===== src/rtl/instr_fetch_unit.sv =====
// Instruction fetch stage: owns the PC, keeps one word read in flight and queues returned words with their PCs for the core.
// Define FETCH_STATS_EN to add the saturating stat_fetched / stat_flushed counters.
module instr_fetch_unit #(
    parameter int                    ADDR_WIDTH = 32,
    parameter logic [ADDR_WIDTH-1:0] RESET_PC   = '0,
    parameter int                    DEPTH      = 4
) (
    input  logic                  clock,
    input  logic                  reset_n,
    output logic                  mem_req_valid,
    input  logic                  mem_req_ready,
    output logic [ADDR_WIDTH-1:0] mem_req_addr,
    input  logic                  mem_resp_valid,
    input  logic [31:0]           mem_resp_data,
    input  logic                  redirect_valid,
    input  logic [ADDR_WIDTH-1:0] redirect_pc,
    output logic                  instr_valid,
    input  logic                  instr_ready,
    output logic [31:0]           instr_data,
    output logic [ADDR_WIDTH-1:0] instr_pc
`ifdef FETCH_STATS_EN
    ,
    output logic [31:0]           stat_fetched,
    output logic [31:0]           stat_flushed
`endif
);
    localparam int PW = $clog2(DEPTH);
    localparam int CW = PW + 1;

    typedef enum logic [1:0] {S_IDLE, S_WAIT, S_DROP} state_t;

    state_t                r_state, w_state_nxt;
    logic                  r_run;
    logic [ADDR_WIDTH-1:0] r_fetch_pc, r_req_pc;
    logic [31:0]           r_data [DEPTH];
    logic [ADDR_WIDTH-1:0] r_pc   [DEPTH];
    logic [PW-1:0]         r_wptr, r_rptr;
    logic [CW-1:0]         r_count;

    logic                  w_req_fire, w_push, w_pop;
    logic [ADDR_WIDTH-1:0] w_redir_pc;

    // r_run keeps the request channel quiet while reset is held and for the first edge after release.
    assign mem_req_valid = r_run && (r_state == S_IDLE) && (r_count < CW'(DEPTH));
    assign mem_req_addr  = r_fetch_pc;
    assign instr_valid   = (r_count != '0);
    assign instr_data    = instr_valid ? r_data[r_rptr] : '0;
    assign instr_pc      = instr_valid ? r_pc[r_rptr]   : '0;

    assign w_req_fire = mem_req_valid && mem_req_ready;
    assign w_push     = (r_state == S_WAIT) && mem_resp_valid && !redirect_valid;
    assign w_pop      = instr_valid && instr_ready;
    assign w_redir_pc = redirect_pc & ~ADDR_WIDTH'(3);

    always_ff @(posedge clock or negedge reset_n) begin
        if (!reset_n) r_state <= S_IDLE;
        else          r_state <= w_state_nxt;
    end

    always_comb begin
        w_state_nxt = r_state;
        case (r_state)
            S_IDLE:  if (w_req_fire)     w_state_nxt = S_WAIT;
            S_WAIT:  if (mem_resp_valid) w_state_nxt = S_IDLE;
            S_DROP:  if (mem_resp_valid) w_state_nxt = S_IDLE;
            default: w_state_nxt = S_IDLE;
        endcase
        // Anything still owed by memory at a redirect must be swallowed, not queued.
        if (redirect_valid && (w_state_nxt == S_WAIT)) w_state_nxt = S_DROP;
    end

    always_ff @(posedge clock or negedge reset_n) begin
        if (!reset_n) begin
            r_run      <= 1'b0;
            r_fetch_pc <= RESET_PC;
            r_req_pc   <= RESET_PC;
        end else begin
            r_run <= 1'b1;
            if (w_req_fire) r_req_pc <= r_fetch_pc;
            if (redirect_valid)  r_fetch_pc <= w_redir_pc;
            else if (w_req_fire) r_fetch_pc <= r_fetch_pc + ADDR_WIDTH'(4);
        end
    end

    always_ff @(posedge clock or negedge reset_n) begin
        if (!reset_n) begin
            r_wptr  <= '0;
            r_rptr  <= '0;
            r_count <= '0;
        end else if (redirect_valid) begin
            r_wptr  <= '0;
            r_rptr  <= '0;
            r_count <= '0;
        end else begin
            if (w_push) r_wptr <= r_wptr + PW'(1);
            if (w_pop)  r_rptr <= r_rptr + PW'(1);
            case ({w_push, w_pop})
                2'b10:   r_count <= r_count + CW'(1);
                2'b01:   r_count <= r_count - CW'(1);
                default: r_count <= r_count;
            endcase
        end
    end

    always_ff @(posedge clock) begin
        if (w_push) begin
            r_data[r_wptr] <= mem_resp_data;
            r_pc[r_wptr]   <= r_req_pc;
        end
    end

`ifdef FETCH_STATS_EN
    logic [31:0] r_fetched, r_flushed;
    logic        w_inflight;
    logic [32:0] w_fl_sum;

    // A request accepted in the redirect cycle is already owed by memory, so it counts as flushed too.
    assign w_inflight = (r_state == S_WAIT) || w_req_fire;
    assign w_fl_sum   = {1'b0, r_flushed} + 33'(r_count) - 33'(w_pop) + 33'(w_inflight);

    always_ff @(posedge clock or negedge reset_n) begin
        if (!reset_n) begin
            r_fetched <= '0;
            r_flushed <= '0;
        end else begin
            if (w_push && (r_fetched != '1)) r_fetched <= r_fetched + 32'd1;
            if (redirect_valid) r_flushed <= w_fl_sum[32] ? '1 : w_fl_sum[31:0];
        end
    end

    assign stat_fetched = r_fetched;
    assign stat_flushed = r_flushed;
`endif

endmodule


===== config.mk =====
export PLATFORM = sky130hd
export DESIGN_NAME = instr_fetch_unit
export DESIGN_NICKNAME = d
export VERILOG_FILES = /design/src/rtl/instr_fetch_unit.sv
export SDC_FILE = /design/constraint.sdc
export NUM_CORES = 1
export LEC_CHECK = 0
export CAP_MARGIN = 5
export CORE_MARGIN = 4
export CORE_UTILIZATION = 55
export CTS_BUF_LIST = sky130_fd_sc_hd__clkbuf_4
export DETAILED_ROUTE_END_ITERATION = 10
export GPL_TIMING_DRIVEN = 0
export HOLD_SLACK_MARGIN = 0.05
export PLACE_DENSITY = 0.87
export RECOVER_POWER = 50
export SYNTH_ARGS = -nofsm -noshare
export SYNTH_HDL_FRONTEND = slang
export SYNTH_SLANG_ARGS = --single-unit

===== constraint.sdc =====
create_clock -name clock -period 7.8 [get_ports clock]
set_input_delay 0.78 -clock clock [delete_from_list [all_inputs] [get_ports clock]]
set_output_delay 0.78 -clock clock [all_outputs]
set_load 0.02 [all_outputs]

==> results of run 1 <==
==> cells in the mapped netlist, types with 3 or more instances <==
| cell type | n |
|---|---|
| a21oi_1 | 5 |
| a31oi_1 | 19 |
| and2_1 | 68 |
| and3_1 | 4 |
| and4_1 | 3 |
| buf_2 | 7 |
| buf_4 | 4 |
| clkbuf_1 | 29 |
| dfrtp_1 | 70 |
| edfxtp_1 | 248 |
| ha_1 | 8 |
| inv_1 | 11 |
| mux4_2 | 62 |
| nand2_1 | 102 |
| nand3_1 | 10 |
| nand4_1 | 10 |
| nor2_1 | 27 |
| nor3_1 | 3 |
| nor4_1 | 4 |
| o21ai_0 | 22 |
| o31ai_1 | 15 |
| or3_1 | 7 |
| or4_1 | 15 |
| xnor2_1 | 9 |
| xor2_1 | 5 |
==> placed cells by master (no fill, tap or decap), drive strengths merged, types with 3 or more instances in the layout <==
cell type,n
edfxtp,248
clkbuf,145
clkdlybuf4s50,127
nand2,102
dfrtp,70
and2,68
mux4,62
dlygate4sd3,33
nor2,27
o21ai,22
a31oi,19
or4,17
clkinv,17
buf,16
o31ai,15
inv,13
nand3,10
nand4,10
xnor2,9
ha,8
or3,7
a21oi,5
xor2,5
conb,5
nor4,4
and3,4
nor3,3
and4,3
==> cells by family (layout without fill, tap and decap cells) <==
logic type | count (synthesis) | count (layout)
adders and majority gates | 9 | 9
and+or+nand+nor | 262 | 262
DFF | 318 | 318
AOI/OAI and AO/OA | 65 | 65
buffers and inverters | 55 | 353
other | 2 | 6
muxes | 64 | 64
xor gates and xnor gates | 14 | 14
==> metrics by stage <==
stage | area (um2) | hold WS, ps | total power (W) | cells | worst slack (ps)
after floorplan | 12900 | 476 | 0.00304 | 792 | 4760
after global placement | 14900 | 492 | 0.00363 | 1266 | 3040
after detailed placement | 15000 | 502 | 0.00368 | 1270 | 4300
after CTS | 16000 | 228 | 0.00502 | 1403 | 3540
after global routing | 15900 | 542 | 0.00523 | 1404 | 3160
final | 15900 | 511 | 0.00495 | 1404 | 3420
==> final cells by class <==
cell class / instances / area, um2
Inverter: 11 / 41.3
Fill cell: 1493 / 6900
Clock inverter: 21 / 136
Antenna cell: 1 / 2.50
Sequential cell: 318 / 9200
Clock buffer: 112 / 841
Tap cell: 313 / 392
Multi-Input combinational cell: 419 / 3430
Timing Repair Buffer: 165 / 1720
Buffer: 44 / 196
==> how the worst max path moves through the flow <==
| stage | startpoint | to | slack (ps) | cells past startpoint |
|---|---|---|---|---|
| after detailed placement | r_rptr[0]$_DFFE_PN0P_ | instr_pc[8] | 4300 | 5 |
| after CTS | r_rptr[0]$_DFFE_PN0P_ | instr_pc[8] | 3540 | 5 |
| after floorplan | mem_resp_valid | r_data[0][0]$_DFFE_PP_ | 4760 | 3 |
| after global routing | r_rptr[0]$_DFFE_PN0P_ | instr_pc[29] | 3160 | 5 |
| after global placement | mem_resp_valid | r_data[0][7]$_DFFE_PP_ | 3040 | 4 |
| final | r_rptr[0]$_DFFE_PN0P_ | instr_pc[29] | 3420 | 5 |
==> state kept, by name (all words and copies together), names as in the netlist, 2 cells and up <==
name          cells
r_state           2
r_req_pc         30
r_count           3
r_rptr            2
r_wptr            2
r_pc            120
r_data          128
mem_req_addr     30
==> worst max-delay path, delay by kind of cell, from the launching register on <==
| family | cells | cell delay [ps] |
|---|---|---|
| flops | 1 | 340 |
| simple gates | 1 | 170 |
| buf+inv | 3 | 1790 |
| mux | 1 | 610 |
==> metal layers <==
| layer | routed length, um | part of all wire | vias to the layer above |
|---|---|---|---|
| met5 | 0 | 0 | - |
| met3 | 1830 | 0.070 | 36 |
| li1 | - | - | 3559 |
| met1 | 10800 | 0.41 | 3741 |
| met2 | 13100 | 0.50 | 306 |
| met4 | 417 | 0.016 | 0 |
==> power groups by stage <==
stage                     registers (W)  clock network (W)  logic, W
after floorplan                 0.00218                  0  0.000857
after global placement          0.00220                  0   0.00143
after detailed placement        0.00222                  0   0.00146
after CTS                       0.00218            0.00137   0.00147
after global routing            0.00220            0.00147   0.00156
final                           0.00218            0.00133   0.00143
==> flow_metrics.tcl, run 1 <==
set metrics [dict create \
    start_kind "register" \
    rr_startpoint "r_state[1]$_DFF_PN0_" \
    criticalPathCategory "register to output port" \
    synth_top_area_frac 0.579 \
    yosysSeqAreaShare 0.715 \
    cts_sinks 318 \
    cts_buffer_depth 3 \
    grt_pass1_vias 8074 \
    syn_avg_cell_area_um2 16.3 \
    fin_nets 1115 \
    final_util 0.698 \
    ys_warn_count 0 \
    hp-class "register to register" \
    first_pass_iters 5 \
    r2r-end "r_data[2][24]$_DFFE_PP_" \
    rows 55 \
    powerDensity_nw_per_um2 310 \
    drv_slew 93 \
    die_h_um 161 \
    synthAdderAreaFrac 0.00933 \
    die_w_um 161 \
    p_sw_frac 0.302 \
    timing.reg2reg.setup_slack_ps 4560 \
    timing.fmax_mhz 229 \
    drc 0 \
    synth_cell_types 43 \
    io_pins 168 \
    track_usage 0.207 \
    p_clk_frac 0.269 \
    seqPwrFrac 0.441 \
    crit_required_ps 7020 \
    comb_power_share 0.290 \
    setup_viol 0 \
    synth_edf_count 248 \
    relSlewSlack -1.48 \
    period_needed_ps 4380 \
    layout-drive-gt1-share 0.184 \
    gp_routability_congestion 0.916 \
    p_leak_nw 5.60 \
    clk_pin_slew_ps 80 \
    cts_htree_levels 3 \
    die_area_um2 25900 \
    wirelength_mm 26.1 \
    port_buffers 161 \
    clk-insertion-delay-late_ps 670 \
    yosys.area.top_type "edfxtp_1" \
    fin_skew_ps 29.1 \
    use_met3 0.0467 \
    whs_endpoint "r_pc[0][4]$_DFFE_PP_" \
    synth_compound_area_frac 0.0311 \
    grt_overflow 0 \
    status "complete, but fails checks" \
    ys_top_cells_by_area "edfxtp_1, dfrtp_1, mux4_2, and2_1, nand2_1" \
    synthXorXnorAreaFrac 0.00953 \
    crit_top_cell "clkbuf_1" \
    cts_setup_buffers 0 \
    async_reset_ff_frac 0.220 \
    worst_ep_arrival_time_ps 3600 \
    cp_cell_sequence "clkbuf_1, clkbuf_1, mux4_2, and2_1, clkdlybuf4s50_1" \
    power_switching_w 0.00149 \
    synth-seq-cells 318 \
    drtIter0Drc 550 \
    hold_viol_final 0 \
    critPathMaxStageDelay_ps 710 \
    vias 7642 \
    tightest_slew_ps 3710 \
    hold_path_depth 0 \
    grt_max_degree 71 \
    syn_area_um2 12900 \
    cp_slowest_cell "clkbuf_1" \
    synthFlopType "edfxtp_1" \
    grt_use_met2 0.342 \
    initial_core_util 0.563 \
    cp-end-kind "output port" \
    cts_root_buf "clkbuf_4" \
    core-area_um2 22800 \
    ff2ff_path_depth 6 \
    final_antenna_net_count 0 \
    path_max_fanout 10 \
    hold_buffers 0 \
    antenna_found_initial 1 \
    synthMuxAreaShare 0.110 \
    rsz0062_at_grt "no" \
    numCtsBuffers 77 \
    wl_per_cell_um 18.6 \
    hold_start "r_req_pc[4]$_DFFE_PN0P_" \
    cts.repair.resized 0 \
    synth-simple-area-share 0.106 \
    busiest_layer "met2" \
    irDropWorstVdd_uv 137 \
    syn2layout_area_growth_pct 23.9 \
    synthCells 789 \
    violations "capacitance limit, slew limit" \
    timing.final.crit_share 0.561 \
    synth_top_family_by_area "multiplexers" \
    grt_pass1_wl_mm 42.0 \
    tns_ps 0 \
    internal-power_w 0.00346 \
    viasPerCell 5.44 \
    maxCapViolCount 2 \
    gr-usage-met1 0.274 \
    dp_hpwl_mm 17.1 \
    cts_tree "yes" \
]
Power figures use the tool's default switching activity.
==> run 2, diff against run 1 <==
==> constraint.sdc (replaced) <==
create_clock -name clock -period 4.3 [get_ports clock]
set_input_delay 0.43 -clock clock [delete_from_list [all_inputs] [get_ports clock]]
set_output_delay 0.43 -clock clock [all_outputs]
set_load 0.02 [all_outputs]
==> run 2 against run 1 <==
  * Via count increased by 0.17%
  * Design area about the same
  * Critical path type unchanged
  * The flow still finishes with violations (capacitance limit, slew limit)
  * Clock skew fell by 2.6 ps
  * Register-to-register slack got worse by 3500 ps
  * Largest cell class unchanged
  * Non-clock buffer count increased by 1
  * Critical endpoint is now instr_pc[8]
==> flow_metrics.tcl, run 2 (synthesis gave the netlist of run 1 again) <==
set metrics [dict create \
    rr_startpoint "r_state[1]$_DFF_PN0_" \
    layout-drive-gt1-share 0.186 \
    rows 55 \
    gp_routability_congestion 0.916 \
    status "complete, but fails checks" \
    drtIter0Drc 485 \
    first_pass_iters 5 \
    maxCapViolCount 2 \
    hold_viol_final 0 \
    syn2layout_area_growth_pct 24.0 \
    relSlewSlack -0.219 \
    wl_met2_mm 13.1 \
    grt_pass1_vias 8068 \
    ff2ff_path_depth 6 \
    start_kind "register" \
    cts_tree "yes" \
    cp-end-kind "output port" \
    fin_skew_ps 26.5 \
    final_antenna_net_count 0 \
    crit_required_ps 3870 \
    p_leak_nw 5.61 \
    clk-insertion-delay-late_ps 670 \
    rsz0062_at_grt "no" \
    multi_input_area_um2 3430 \
    top_regs "r_data: 128 flops, r_pc: 120 flops" \
    cts_htree_levels 3 \
    numCtsBuffers 77 \
    path_max_fanout 10 \
    die_area_um2 25900 \
    wl_met1_mm 10.8 \
    wl_met3_mm 1.87 \
    viasPerCell 5.45 \
    final_util 0.699 \
    worst_ep_arrival_time_ps 3350 \
    routed.top_layer "met4" \
    antenna_found_initial 1 \
    clk_pin_slew_ps 80 \
    dp_hpwl_mm 17.1 \
    layout_commonest_cell "edfxtp_1" \
    io_pins 168 \
    largest_reg_flops 128 \
    die_w_um 161 \
    crit_start "r_rptr[0]$_DFFE_PN0P_" \
    drc 0 \
    hp-class "input port to register" \
    setup_viol 0 \
    n_fill_cell 1490 \
    timing.fmax_mhz 265 \
    drv_slew 93 \
    grt_overflow 0 \
    period_needed_ps 3780 \
    timing.final.crit_share 0.878 \
    pre_cts_ws_ps 1150 \
    register_area_um2 9200 \
    setup_ws_ps 524 \
    criticalPathCategory "register to output port" \
    endpoint "instr_pc[8]" \
    tightest_slew_ps 1830 \
    final_cell_mix "edfxtp_1, clkdlybuf4s50_1, clkbuf_4" \
    port_buffers 161 \
    largest-register "r_data" \
    powerDensity_nw_per_um2 563 \
    violations "capacitance limit, slew limit" \
    core-area_um2 22800 \
    cts_root_buf "clkbuf_4" \
    wl_per_cell_um 18.6 \
    wirelength_mm 26.2 \
    timing.reg2reg.setup_slack_ps 1090 \
    cts_sinks 318 \
    r2r-end "r_data[2][24]$_DFFE_PP_" \
    grt_max_degree 71 \
    die_h_um 161 \
    track_usage 0.207 \
    initial_core_util 0.563 \
    grt_pass1_wl_mm 41.9 \
    cts_buffer_depth 3 \
    irDropWorstVdd_uv 249 \
    fin_nets 1116 \
    vias 7655 \
]
-- run 2: worst max-delay path, cell delays in order, from the launching register on --
cell             delay, ps
dfrtp_1                350
clkbuf_1               550
buf_2                  470
mux4_2                 580
and2_1                 180
clkdlybuf4s50_1        550
-- run 2: through the flow --
step                      area [um2]  setup TNS [ps]  std cells  hold WS, ps  power [W]
final                          16000               0       1405          336    0.00898
after global routing           16000               0       1405          285    0.00948
after CTS                      16000               0       1404          281    0.00911
after detailed placement       15000               0       1270          502    0.00667
after global placement         14900          -18220       1266          492    0.00658
after floorplan                12900               0        792          134    0.00551
-- run 2: worst min-delay path by stage --
stage | endpoint | cells after the start | start
2_1_floorplan | mem_req_addr[10]$_DFFE_PN0N_ | 0 | reset_n
3_3_place_gp | r_pc[3][18]$_DFFE_PP_ | 0 | r_req_pc[18]$_DFFE_PN0P_
3_5_place_dp | r_pc[3][4]$_DFFE_PP_ | 0 | r_req_pc[4]$_DFFE_PN0P_
4_1_cts | mem_req_addr[25]$_DFFE_PN0N_ | 3 | redirect_pc[25]
5_1_grt | mem_req_addr[25]$_DFFE_PN0N_ | 3 | redirect_pc[25]
6_report | mem_req_addr[17]$_DFFE_PN0N_ | 3 | redirect_pc[17]
-- run 2: final cells by class --
cell class / count / area share
Sequential cell: 318 / 0.576
Multi-Input combinational cell: 419 / 0.215
Timing Repair Buffer: 166 / 0.108
Clock buffer: 112 / 0.0527
Tap cell: 313 / 0.0245
Buffer: 44 / 0.0124
Clock inverter: 21 / 0.00854
Inverter: 11 / 0.00259
Antenna cell: 1 / 0.000157
-- run 2: where the power goes --
| part | switching [W] | internal, W |
|---|---|---|
| clock network | 0.00110 | 0.00131 |
| registers | 0.000262 | 0.00370 |
| logic | 0.00135 | 0.00126 |
| total | 0.00271 | 0.00627 |
-- run 2: layer usage --
metal,GRT usage,vias up
li1,-,3559
met1,0.274,3721
met3,0.0467,39
met4,0.0737,0
met5,0,-
met2,0.342,336
-- run 2: repair_timing --
item                                   in CTS  in global routing
hold buffers                                1                  0
setup endpoints to repair                   0                  0
resized for setup                           0                  0
setup buffers                               0                  0
endpoints found under the hold margin      70                  0
